===== config.mk =====
export PLATFORM = sky130hd
export DESIGN_NAME = dc_offset_calibrator
export DESIGN_NICKNAME = d
export VERILOG_FILES = /design/src/rtl/lia_pkg.sv /design/src/rtl/dc_accum_channel.sv /design/src/rtl/dc_offset_calibrator.sv
export SDC_FILE = /design/constraint.sdc
export NUM_CORES = 1
export LEC_CHECK = 0
export BUFFER_PORTS_ARGS = -buffer_cell sky130_fd_sc_hd__buf_2
export CORE_ASPECT_RATIO = 0.7
export CORE_UTILIZATION = 45
export CTS_BUF_LIST = sky130_fd_sc_hd__clkbuf_8
export DETAILED_ROUTE_END_ITERATION = 8
export GPL_TIMING_DRIVEN = 1
export MAX_ROUTING_LAYER = met4
export SLEW_MARGIN = 10
export SYNTH_ARGS = -nofsm -noshare
export SYNTH_HDL_FRONTEND = slang
export SYNTH_SLANG_ARGS = --single-unit

===== constraint.sdc =====
create_clock -name clk -period 11.95 [get_ports clk]
set_input_delay 0.5975 -clock clk [delete_from_list [all_inputs] [get_ports clk]]
set_output_delay 0.5975 -clock clk [all_outputs]
set_load 0.005 [all_outputs]

===== src/rtl/lia_pkg.sv =====
// Shared types and helpers for the lock-in amplifier DC-offset calibration path.
package lia_pkg;

    // Default sample width of the demodulated channels.
    localparam int unsigned LIA_DW = 16;

    // Calibration sequencer states.
    typedef enum logic [2:0] {
        StIdle,
        StSettle,
        StAccum,
        StLatch,
        StTrack
    } cal_state_t;

    // Signed a - b, clamped to the range of a w-bit two's complement value (w <= 31).
    // The difference is formed at 33 bits so it can never wrap before clamping.
    function automatic logic signed [31:0] sat_sub(input logic signed [31:0] a,
                                                   input logic signed [31:0] b,
                                                   input int unsigned w);
        logic signed [32:0] diff;
        logic signed [32:0] hi;
        logic signed [32:0] lo;
        diff = 33'(a) - 33'(b);
        hi   = (33'sd1 <<< (w - 1)) - 33'sd1;
        lo   = -(33'sd1 <<< (w - 1));
        if (diff > hi) begin
            diff = hi;
        end else if (diff < lo) begin
            diff = lo;
        end
        return diff[31:0];
    endfunction

endpackage


===== src/rtl/dc_accum_channel.sv =====
// One channel of the offset calibrator: sample accumulator, latched offset and the
// saturating offset-corrected output register.
module dc_accum_channel
    import lia_pkg::*;
#(
    parameter int unsigned DW       = LIA_DW,
    parameter int unsigned LOG2_AVG = 8
) (
    input  logic          clk,
    input  logic          rst,
    input  logic          clr,
    input  logic          acc_en,
    input  logic          latch,
    input  logic          in_valid,
    input  logic [DW-1:0] in_x,
    output logic [DW-1:0] off,
    output logic [DW-1:0] corr
);

    // Wide enough for 2^LOG2_AVG full-scale samples, so the sum never overflows.
    localparam int unsigned AW = DW + LOG2_AVG;

    logic [AW-1:0] acc_q;

    // Accumulate sign-extended samples; on latch take the floor average as the offset.
    always_ff @(posedge clk or posedge rst) begin
        if (rst) begin
            acc_q <= '0;
            off   <= '0;
        end else if (clr) begin
            acc_q <= '0;
            off   <= '0;
        end else begin
            if (acc_en) begin
                acc_q <= acc_q + AW'($signed(in_x));
            end
            if (latch) begin
                // Arithmetic shift: rounds toward minus infinity.
                off <= DW'($signed(acc_q) >>> LOG2_AVG);
            end
        end
    end

    // Correction path runs in every state, using whatever offset is currently held.
    always_ff @(posedge clk or posedge rst) begin
        if (rst) begin
            corr <= '0;
        end else if (in_valid) begin
            corr <= DW'(sat_sub(32'($signed(in_x)), 32'($signed(off)), DW));
        end
    end

endmodule


===== src/rtl/dc_offset_calibrator.sv =====
// DC-offset calibration sequencer for the four demodulated LIA channels
// (0.5f sin/cos, 6f sin/cos). After start it waits a settling interval, averages
// 2^LOG2_AVG valid samples per channel, latches the averages as offsets and then
// streams offset-corrected, saturated samples.
module dc_offset_calibrator
    import lia_pkg::*;
#(
    parameter int unsigned DW            = LIA_DW,
    parameter int unsigned SETTLE_CYCLES = 40960,
    parameter int unsigned LOG2_AVG      = 8,
    parameter int unsigned CNT_W         = 16
) (
    input  logic          clk,
    input  logic          rst,
    input  logic          start,
    input  logic          in_valid,
    input  logic [DW-1:0] in_05sin,
    input  logic [DW-1:0] in_05cos,
    input  logic [DW-1:0] in_6sin,
    input  logic [DW-1:0] in_6cos,
    output logic [DW-1:0] off_05sin,
    output logic [DW-1:0] off_05cos,
    output logic [DW-1:0] off_6sin,
    output logic [DW-1:0] off_6cos,
    output logic [DW-1:0] corr_05sin,
    output logic [DW-1:0] corr_05cos,
    output logic [DW-1:0] corr_6sin,
    output logic [DW-1:0] corr_6cos,
    output logic          out_valid,
    output logic          busy,
    output logic          cal_done
);

    localparam logic [CNT_W-1:0] SETTLE_LAST = CNT_W'(SETTLE_CYCLES);

    cal_state_t          state_q;
    logic [CNT_W-1:0]    settle_cnt_q;
    logic [LOG2_AVG-1:0] samp_cnt_q;

    logic clr;
    logic acc_en;
    logic latch;

    // Channel controls; start outranks everything, so a sample coinciding with it is dropped.
    always_comb begin
        clr    = start;
        acc_en = (state_q == StAccum) && in_valid && !start;
        latch  = (state_q == StLatch) && !start;
    end

    // Sequencer: state, counters and registered status outputs.
    always_ff @(posedge clk or posedge rst) begin
        if (rst) begin
            state_q      <= StIdle;
            settle_cnt_q <= '0;
            samp_cnt_q   <= '0;
            busy         <= 1'b0;
            cal_done     <= 1'b0;
            out_valid    <= 1'b0;
        end else begin
            out_valid <= in_valid;
            if (start) begin
                state_q      <= StSettle;
                settle_cnt_q <= '0;
                samp_cnt_q   <= '0;
                busy         <= 1'b1;
                cal_done     <= 1'b0;
            end else begin
                case (state_q)
                    StIdle: begin
                    end
                    StSettle: begin
                        // Counter runs 0..SETTLE_CYCLES, i.e. SETTLE_CYCLES+1 cycles here.
                        if (settle_cnt_q == SETTLE_LAST) begin
                            state_q <= StAccum;
                        end else begin
                            settle_cnt_q <= settle_cnt_q + 1'b1;
                        end
                    end
                    StAccum: begin
                        if (in_valid) begin
                            samp_cnt_q <= samp_cnt_q + 1'b1;
                            if (samp_cnt_q == {LOG2_AVG{1'b1}}) begin
                                state_q <= StLatch;
                            end
                        end
                    end
                    StLatch: begin
                        state_q  <= StTrack;
                        busy     <= 1'b0;
                        cal_done <= 1'b1;
                    end
                    StTrack: begin
                    end
                    default: begin
                        state_q <= StIdle;
                        busy    <= 1'b0;
                    end
                endcase
            end
        end
    end

    dc_accum_channel #(
        .DW       (DW),
        .LOG2_AVG (LOG2_AVG)
    ) u_ch_05sin (
        .clk      (clk),
        .rst      (rst),
        .clr      (clr),
        .acc_en   (acc_en),
        .latch    (latch),
        .in_valid (in_valid),
        .in_x     (in_05sin),
        .off      (off_05sin),
        .corr     (corr_05sin)
    );

    dc_accum_channel #(
        .DW       (DW),
        .LOG2_AVG (LOG2_AVG)
    ) u_ch_05cos (
        .clk      (clk),
        .rst      (rst),
        .clr      (clr),
        .acc_en   (acc_en),
        .latch    (latch),
        .in_valid (in_valid),
        .in_x     (in_05cos),
        .off      (off_05cos),
        .corr     (corr_05cos)
    );

    dc_accum_channel #(
        .DW       (DW),
        .LOG2_AVG (LOG2_AVG)
    ) u_ch_6sin (
        .clk      (clk),
        .rst      (rst),
        .clr      (clr),
        .acc_en   (acc_en),
        .latch    (latch),
        .in_valid (in_valid),
        .in_x     (in_6sin),
        .off      (off_6sin),
        .corr     (corr_6sin)
    );

    dc_accum_channel #(
        .DW       (DW),
        .LOG2_AVG (LOG2_AVG)
    ) u_ch_6cos (
        .clk      (clk),
        .rst      (rst),
        .clr      (clr),
        .acc_en   (acc_en),
        .latch    (latch),
        .in_valid (in_valid),
        .in_x     (in_6cos),
        .off      (off_6cos),
        .corr     (corr_6cos)
    );

endmodule


Word level (Yosys, flattened, before mapping)
Index checks and enable logic that the tools add are counted.

Output and inout port bits: 131. Logic and storage cells: 103. Register bits: 254. Bits of input ports: 68.

Eq/ne operators: 12. Multiplexer cells: 39. Add/subtract/negate cells: 10. Reductions and logical operators: 16. Order comparisons: 8.

Operators by type and width (count): 2-to-1 mux 16 bit (19); 2-to-1 mux 24 bit (8); adder 24 bit (4); greater-than comparator 17 x 16 -> 1 bit, second input constant (4); less-than comparator 17 x 16 -> 1 bit, second input constant (4); subtractor 16 x 16 -> 17 bit (4); 2-to-1 mux 8 bit (3); adder 16 x 1 -> 16 bit, second input constant (1); equality test 16 bit, second input constant (1); 2-to-1 mux 3 bit (4); case mux 3 bit (4 select lines) (1); nonzero test 2 bit (6); adder 8 x 1 -> 8 bit, second input constant (1); equality test 8 bit, second input constant (1); equality test 3 x 2 -> 1 bit, second input constant (2); != test 3 bit, second input constant (2); 2-to-1 mux 1 bit (4); != test 2 x 1 -> 1 bit, second input constant (2); AND reduction 2 bit (2); AND reduction 4 bit (1); OR reduction 4 bit (1); equality test 3 x 1 -> 1 bit, second input constant (1); equality test 3 bit, second input constant (1); logical AND 1 bit (3); 5 further kinds (5).

Depth between registers and ports, before layout
Gate-level depths: netlist (run 1).

Depth after elaboration: 5. Mapped depth: 13. Depth with buffers taken out: 12.

Modules after synthesis
A second synthesis (run 1) with hierarchy kept.

Cells, all modules: 1940. Area total of the unflattened synthesis: 18116.1 um2.

Modules (own cells, without submodules): dc_accum_channel (u_ch_05sin ...) (times used 3, area each 4134.0 um2, cells each 442, sequential area each 1401.3 um2); dc_accum_channel (u_ch_05cos) (times used 1, area each 4185.3 um2, cells each 460, sequential area each 1401.3 um2); dc_offset_calibrator (times used 1, area each 1529.0 um2, cells each 154, sequential area each 750.7 um2).

Worst setup path after synthesis (run 1)
Ideal clock, no wire load.

Path type: input to register. From: in in_05sin[0]. To: reg u_ch_05sin.acc_q[20]. Data required time: 11856 ps. Cell stages on the path: 11. Arrival: 3098 ps. Slack: 8758 ps. Cells stage by stage: ha_1 fa_1 a21o_1 a21o_1 a2111o_1 a21oi_2 nor2_1 or4_1 and2_2 xnor2_1 a211oi_1.

Longest elaborated chain between the ends: 3.

Ends and longest elaborated chain: start: declaration (RTL line dc_offset_calibrator.sv:17) `input logic [DW-1:0] in_05sin,`; adder 24 bit (RTL line dc_accum_channel.sv:35) `acc_q <= acc_q + AW'($signed(in_x));`; 2-to-1 mux 24 bit (RTL line dc_accum_channel.sv:34) `if (acc_en) begin`; 2-to-1 mux 24 bit (RTL line dc_accum_channel.sv:30) `end else if (clr) begin`; end signal: assignment (RTL line dc_accum_channel.sv:35); end: declaration (RTL line dc_accum_channel.sv:23) `logic [AW-1:0] acc_q;`.

Every way passes these cells. The select of a mux whose other input is x is not followed. A chain may end at the register's enable or synchronous reset.

Final worst setup path (run 1)
From: reg u_ch_6sin.off[0]. To: reg u_ch_6sin.corr[9].

Longest elaborated chain between the ends: 4. Elaborated cells between the ends (all ways): 5.

Ends and longest elaborated chain: start: declaration (RTL line dc_accum_channel.sv:16) `output logic [DW-1:0] off,`; start signal: assignment (RTL line dc_accum_channel.sv:39) `off <= DW'($signed(acc_q) >>> LOG2_AVG);`; subtractor 16 x 16 -> 17 bit (*) (RTL line lia_pkg.sv:24) `diff = 33'(a) - 33'(b);`; less-than comparator 17 x 16 -> 1 bit (RTL line lia_pkg.sv:29) `end else if (diff < lo) begin`; 2-to-1 mux 16 bit (RTL line lia_pkg.sv:29); 2-to-1 mux 16 bit (*) (RTL line lia_pkg.sv:27) `if (diff > hi) begin`; end signal: assignment (RTL line dc_accum_channel.sv:49) `corr <= DW'(sat_sub(32'($signed(in_x)), 32'($signed(off)), DW));`; end: declaration (RTL line dc_accum_channel.sv:17) `output logic [DW-1:0] corr`.

Every way passes the cells marked *; elsewhere a longest branch is shown, timed or not.

==> key figures, run 1 <==
Route
  • Routed WL: 52700 um
  • Via Count: 16400
  • Post-DR wirelength/cell: around 18 um
  • Iteration-0 DRC Markers: 1195
  • First-pass DRT Iterations: 6
  • DRC: 0
  • Antenna viol nets, final: 0
  • Vias per cell: 5.66

Synthesis
  • Post-Syn Nets: 2400
  • Synth cell types: 77
  • Synth Instances: 2165
  • Synth Area in Simple Gates: 18.9%
  • Post-Syn Area: 18000 um2
  • XOR/XNOR share of the synthesized area: 6.04%
  • Most frequent cell after synthesis: nand2_1
  • Yosys reg bits: approximately 250
  • Synth Flop Type: dfrtp_1
  • Post-synthesis sequential area ratio: 35.4%
  • Largest area contributor in the synthesized netlist: dfrtp_1
  • Area fraction in compound gates after synthesis: 22.4%
  • Number of flops mapped to enable cells by yosys: 0
  • Mux contribution to synthesized area: less than 1%
  • Post-synth ARST share: 100%
  • Synth warnings: 0
  • Post-synth top area share: 35.4%
  • Synth cell count leaders: nand2_1 (356), a21oi_1 (261), dfrtp_1 (254)
  • Most area-consuming cells after synthesis: dfrtp_1 (35%), ha_1 (11%), nand2_1 (7.4%), a21oi_1 (7.3%), xnor2_1 (3.7%)
  • Synthesized area per cell: ~8.3 um2
  • Largest family of logic cells by synthesized area: compound AO/OA/AOI/OAI gates
  • Adder-Cell Fraction of Synth Area: about 12%

STA
  • Endpoints failing hold: 0
  • Fmax: 263 MHz
  • WHS: between 0.15 and 0.2 ns
  • Final Skew: 0.0313 ns
  • Least-Margin Pin Slew: 1.20 ns
  • Setup violators final: 0
  • Fin crit period: approximately 3.8 ns
  • RSZ-0062 raised after global routing: false
  • Rel. slew slack: 20.2%
  • Fin. max-slew vios: 0
  • Final Cycle Share: 31.8%
  • Setup TNS Final: 0 ns

Clock network
  • TritonCTS clock tree: yes
  • CTS Buf Count: 46
  • Post-cts repair resize count: 0
  • CTS root buffer: clkbuf_8
  • Post-CTS setup buffer count: 0
  • Clock Pin Slew Worst Setup and Hold Paths: 0.06 ns
  • Clk Latency, worst-skew pair: 0.60 ns
  • H-tree Lvls: 2
  • Clk buf depth: 3
  • Clk sinks: 254
  • Post-CTS Hold Fix Bufs: 0

GRT
  • First-pass GRT wire length: 83700 um
  • Antenna violations before repair: 1
  • Tot GR Track Use: 26.6%
  • Largest net degree at the start of global routing: ~110
  • Total gr overflow: 0
  • Vias in the first global route: 15200

Die
  • FP Rows: 60
  • Starting Density: 46.2%
  • Die Ht: 169 um
  • Io pins: 199
  • Die span in x: 241 um
  • Core area: 38900 um2
  • Die area: 40800 um2

Cells and area
  • Diode count: 0
  • Syn-to-layout area delta: 13.0%
  • Fraction of layout cells with a size suffix above 1: roughly an eighth
  • Final nets: 2571

Pwr
  • PD cells: roughly 100 nW/um2
  • Leakage: 9.38 nW
  • Max VDD drop: ~0.064 mV
  • Tot Pwr: 2.09 mW

Setup path
  • Crit path DAT: 4.32 ns
  • WP data required: 12.47 ns
  • Worst-path maximum fanout: 15
  • Crit path kind: flop to flop
  • Setup crit start: u_ch_6sin.off[0]$_DFFE_PP0P_
  • R2R Path Start: u_ch_6sin.off[0]$_DFFE_PP0P_
  • Setup crit start kind: flop
  • Crit. End Element: flop

Placement
  • IO buf count: between 150 and 200
  • GP Congestion: between 0.9 and 1
  • DP Wirelength: 38200 um

Run status
  • Outcome: completed

Worst hold path
  • Min-delay worst type: input pin to async pin

Job
  • Max Cap Viol: 0
## worst max-delay path, cell delays in order, from the launching register on
cell       delay [ns]
dfrtp_1          0.40
ha_1             0.22
fa_1             0.40
nor2b_1          0.12
o21ai_0          0.11
a21boi_1         0.43
o211ai_1         0.23
a31oi_1          0.25
a211oi_1         0.14
mux2i_1          0.90
o21ai_1          0.32
o2bb2ai_1        0.22
## metrics by stage
stage          cell area (um2)  std cells  util (%)  worst slack (ns)
2_1_floorplan            18000       2165         -              4.37
3_3_place_gp             19400       2815      49.9              8.06
3_5_place_dp             19400       2815      49.9              7.97
4_1_cts                  20300       2890      52.2              8.30
5_1_grt                  20300       2890      52.2              7.91
6_report                 20300       2890      52.2              8.15
## final cells by class
type | count | area, um2
timing repair buffer | 209 | 1080
tap | 527 | 659
clock buffer | 54 | 743
multi-input combinational | 1709 | 10900
inverter | 116 | 443
clock inverter | 21 | 153
sequential | 254 | 6360
fill | 3731 | 18600
## cell families after synthesis
kind of cell    count (synthesis)
simple gates                  752
compound gates                648
flops                         254
buf+inv                       202
fa+ha+maj                     174
xor+xnor                      123
mux                            12
## placed cells by master, fill, tap and decap left out, types with 15 or more instances in the layout
cell type,count
clkbuf_8,54
a31oi_1,24
nand3_1,50
or3_1,23
a211oi_1,29
a21o_1,50
o21a_1,34
nand4_1,18
ha_1,159
nor2_1,153
dfrtp_1,254
and3_1,15
a22o_1,16
xnor2_1,76
nor3_1,39
o21ai_0,115
nand2_1,356
buf_2,197
inv_1,125
nor2b_1,21
xor2_1,46
a21oi_1,261
## where the power goes
group / total, mW / internal [mW] / switching, mW / leakage (nW)
sequential: 0.917 / 0.895 / 0.0223 / 3.38
combinational: 0.330 / 0.127 / 0.202 / 5.50
clock: 0.844 / 0.451 / 0.393 / 0.496
## final timing paths
| check | endpoint | slack (ns) | cells past startpoint |
|---|---|---|---|
| min | u_ch_6cos.off[15]$_DFFE_PP0P_ | 0.17 | 2 |
| max in group asynchronous | u_ch_05cos.off[7]$_DFFE_PP0P_ | 10.28 | 3 |
| max | u_ch_6sin.corr[9]$_DFFE_PP0P_ | 8.15 | 11 |
| min in group clk | u_ch_05cos.acc_q[0]$_DFFE_PP0P_ | 0.40 | 4 |
| max reg2reg | u_ch_6sin.corr[9]$_DFFE_PP0P_ | 8.15 | 11 |
| min reg2reg | u_ch_6cos.corr[10]$_DFFE_PP0P_ | 0.48 | 2 |
## sequential cells by signal (all words and copies together) (netlist names)
name / flops
u_ch_6cos.off: 16
u_ch_6sin.corr: 16
u_ch_05cos.corr: 16
u_ch_6cos.acc_q: 24
state_q: 3
u_ch_05sin.off: 16
u_ch_05sin.corr: 16
u_ch_05sin.acc_q: 24
u_ch_05cos.off: 16
u_ch_6sin.acc_q: 24
u_ch_05cos.acc_q: 24
samp_cnt_q: 8
out_valid: 1
u_ch_6sin.off: 16
cal_done: 1
settle_cnt_q: 16
busy: 1
u_ch_6cos.corr: 16
## routing by layer
layer	up-vias	wire (um)	GRT usage, %
met5	-	0	-
met1	7783	26800	41.1
met4	0	1150	6.38
met2	470	21400	35.8
met3	78	3330	4.05
li1	8022	-	-
Note: power is estimated with default switching activity, not from simulation.
==> inputs of run 2 (changes only) <==
- clock period: 11.95 -> 3.5 ns (I/O delays scaled with it)
==> key figures, run 2 (synthesis gave the netlist of run 1 again) <==
Placement
  • DP Wirelength: 39700 um (was 38200 um)
  • GP Congestion: 0.934 (was 0.911)
  • Placed cell area: 19600 um2 (was 19400 um2)
  • IO buf count: 198 (unchanged)

Setup path
  • Critical path buffers and inverters: 0 (unchanged)
  • Slowest Stage Delay on Critical Path: 0.48 ns (was 0.90 ns)
  • CP top delay family: compound AO/OA/AOI/OAI gates (unchanged)
  • Worst-path cell chain: ha_1 -> fa_1 -> a21o_1 -> a21o_1 -> a2111o_1 -> a21oi_4 -> nor2_1 -> or4_4 -> a31oi_4 -> mux2i_1 -> a21oi_1 (was ha_1 -> fa_1 -> nor2b_1 -> o21ai_0 -> a21boi_1 -> o211ai_1 -> a31oi_1 -> a211oi_1 -> mux2i_1 -> o21ai_1 -> o2bb2ai_1)
  • Worst-path maximum fanout: 4 (was 15)
  • Crit-path slowest cell: a2111o_1 (was mux2i_1)
  • Crit. End Element: flop (unchanged)
  • WP data required: 3.93 ns (was 12.47 ns)
  • Setup crit start kind: flop (unchanged)
  • Crit path DAT: 3.78 ns (was 4.32 ns)
  • Most Frequent Cell on Critical Path: a21o_1
  • Crit path kind: flop to flop (unchanged)

STA
  • Endpoints failing hold: 0 (unchanged)
  • Setup violators final: 0 (unchanged)
  • RSZ-0062 raised after global routing: false (unchanged)
  • Fmax: 299 MHz (was 263 MHz)
  • Least-Margin Pin Slew: 1.00 ns (was 1.20 ns)
  • Final Skew: 0.0192 ns (was 0.0313 ns)
  • Fin. max-slew vios: 0 (unchanged)
  • Final Cycle Share: 95.6% (was 31.8%)
  • Fin crit period: 3.35 ns (was 3.80 ns)
  • Rel. slew slack: 33.3% (was 20.2%)

Die
  • Starting Density: 46.2% (unchanged)
  • Core area: 38900 um2 (unchanged)
  • FP Rows: 60 (unchanged)
  • Io pins: 199 (unchanged)
  • Die area: 40800 um2 (unchanged)
  • Die span in x: 241 um (unchanged)
  • Die Ht: 169 um (unchanged)

Route
  • Via Count: 16300 (was 16400)
  • First-pass DRT Iterations: 5 (was 6)
  • Vias per cell: 5.57 (was 5.66)
  • Post-DR wirelength/cell: 18.4 um (was 18.2 um)
  • DRC: 0 (unchanged)
  • Routed WL: 53800 um (was 52700 um)
  • Iteration-0 DRC Markers: 1163 (was 1195)
  • Antenna viol nets, final: 0 (unchanged)

Clock network
  • CTS Buf Count: 47 (was 46)
  • CTS root buffer: clkbuf_8 (unchanged)
  • Clock Pin Slew Worst Setup and Hold Paths: 0.06 ns (about the same)
  • Clk buf depth: 3 (unchanged)
  • H-tree Lvls: 2 (unchanged)
  • Post-CTS setup buffer count: 0 (unchanged)
  • TritonCTS clock tree: yes (unchanged)
  • Clk Latency, worst-skew pair: 0.60 ns (about the same)
  • Clk sinks: 254 (unchanged)

Pwr
  • PD cells: 350 nW/um2 (was 103 nW/um2)
  • Max VDD drop: 0.258 mV (was 0.0643 mV)
  • Tot Pwr: 7.22 mW (was 2.09 mW)
  • Leakage: 9.58 nW (was 9.38 nW)

Cells and area
  • Finished Cell Area: 20600 um2 (was 20300 um2)
  • Fraction of layout cells with a size suffix above 1: 13.8% (was 13.0%)
  • Syn-to-layout area delta: 14.8% (was 13.0%)
  • Fillers: 3806 (was 3731)
  • Most frequent cells in the layout: nand2_1 (356), a21oi_1 (261), dfrtp_1 (254), buf_2 (197), ha_1 (159) (unchanged)
  • Commonest non-fill, non-tap cell in the layout: nand2_1 (unchanged)
  • Final nets: 2597 (was 2571)

GRT
  • First-pass GRT wire length: 86200 um (was 83700 um)
  • Largest net degree at the start of global routing: 92 (was 114)
  • Antenna violations before repair: 2 (was 1)
  • Tot GR Track Use: 27.5% (was 26.6%)
  • Vias in the first global route: 15400 (was 15200)
  • Total gr overflow: 0 (unchanged)

Run status
  • Outcome: completed (unchanged)

Worst hold path
  • Min-delay worst type: input pin to flop (was input pin to async pin)

Job
  • Max Cap Viol: 0 (unchanged)
==> run 2: final timing paths <==
| check | to | depth (start not counted) | start | slack [ns] |
|---|---|---|---|---|
| max | u_ch_05sin.acc_q[22]$_DFFE_PP0P_ | 11 | u_ch_05sin.acc_q[0]$_DFFE_PP0P_ | 0.15 |
| min | u_ch_6sin.acc_q[5]$_DFFE_PP0P_ | 5 | in_6sin[5] | 0.07 |
| max reg2reg | u_ch_05sin.acc_q[22]$_DFFE_PP0P_ | 11 | u_ch_05sin.acc_q[0]$_DFFE_PP0P_ | 0.15 |
| min reg2reg | u_ch_6sin.corr[12]$_DFFE_PP0P_ | 1 | u_ch_6sin.corr[12]$_DFFE_PP0P_ | 0.49 |
| max in group asynchronous | u_ch_05cos.off[6]$_DFFE_PP0P_ | 4 | rst | 2.41 |
| min in group asynchronous | u_ch_6cos.off[6]$_DFFE_PP0P_ | 3 | rst | 0.21 |
==> run 2: routing by layer <==
| metal | track usage (%) | up-vias | wire length [um] |
|---|---|---|---|
| met5 | - | - | 0 |
| met4 | 6.11 | 0 | 918 |
| met3 | 4.41 | 57 | 3030 |
| met2 | 36.8 | 399 | 21700 |
| met1 | 42.7 | 7768 | 28200 |
| li1 | - | 8068 | - |
==> run 2: through the flow <==
step                      hold WS, ns  util, %  instances  worst slack, ns  TNS, ns
final                          0.0657     53.1       2927            0.153        0
after CTS                      0.0424     53.0       2925           0.0724        0
after global routing           0.0636     53.1       2927          0.00656        0
after global placement          0.266     50.4       2834            0.199        0
after detailed placement        0.275     50.4       2834           0.0881        0
after floorplan                 0.206        -       2165          -0.0186    -4.74
==> run 2: worst min-delay path, stage by stage <==
cell and delay (ns):
buf_2 0.10, ha_1 0.16, xnor2_1 0.07, nand2_1 0.06, a21oi_1 0.06
==> run 2: area by class of cell <==
type / count / area, um2 / share of cell area, %
Antenna cell: 2 / 5.00 / 0.0242
Clock buffer: 58 / 798 / 3.87
Clock inverter: 27 / 136 / 0.661
Inverter: 116 / 439 / 2.13
Multi-Input combinational cell: 1709 / 10900 / 52.9
Sequential cell: 254 / 6360 / 30.8
Tap cell: 527 / 659 / 3.19
Timing Repair Buffer: 234 / 1330 / 6.46
==> run 2: timing repair <==
item	in CTS	in global routing
setup endpoints to repair	0	18
resized for setup	0	7
endpoints found under the hold margin	27	0
hold buffers	6	0
==> run 2: power breakdown <==
group / internal (mW) / total [mW] / switching [mW]
combinational: 0.455 / 1.16 / 0.700
clock: 1.56 / 2.94 / 1.37
sequential: 3.06 / 3.13 / 0.0753
total: 5.07 / 7.22 / 2.15
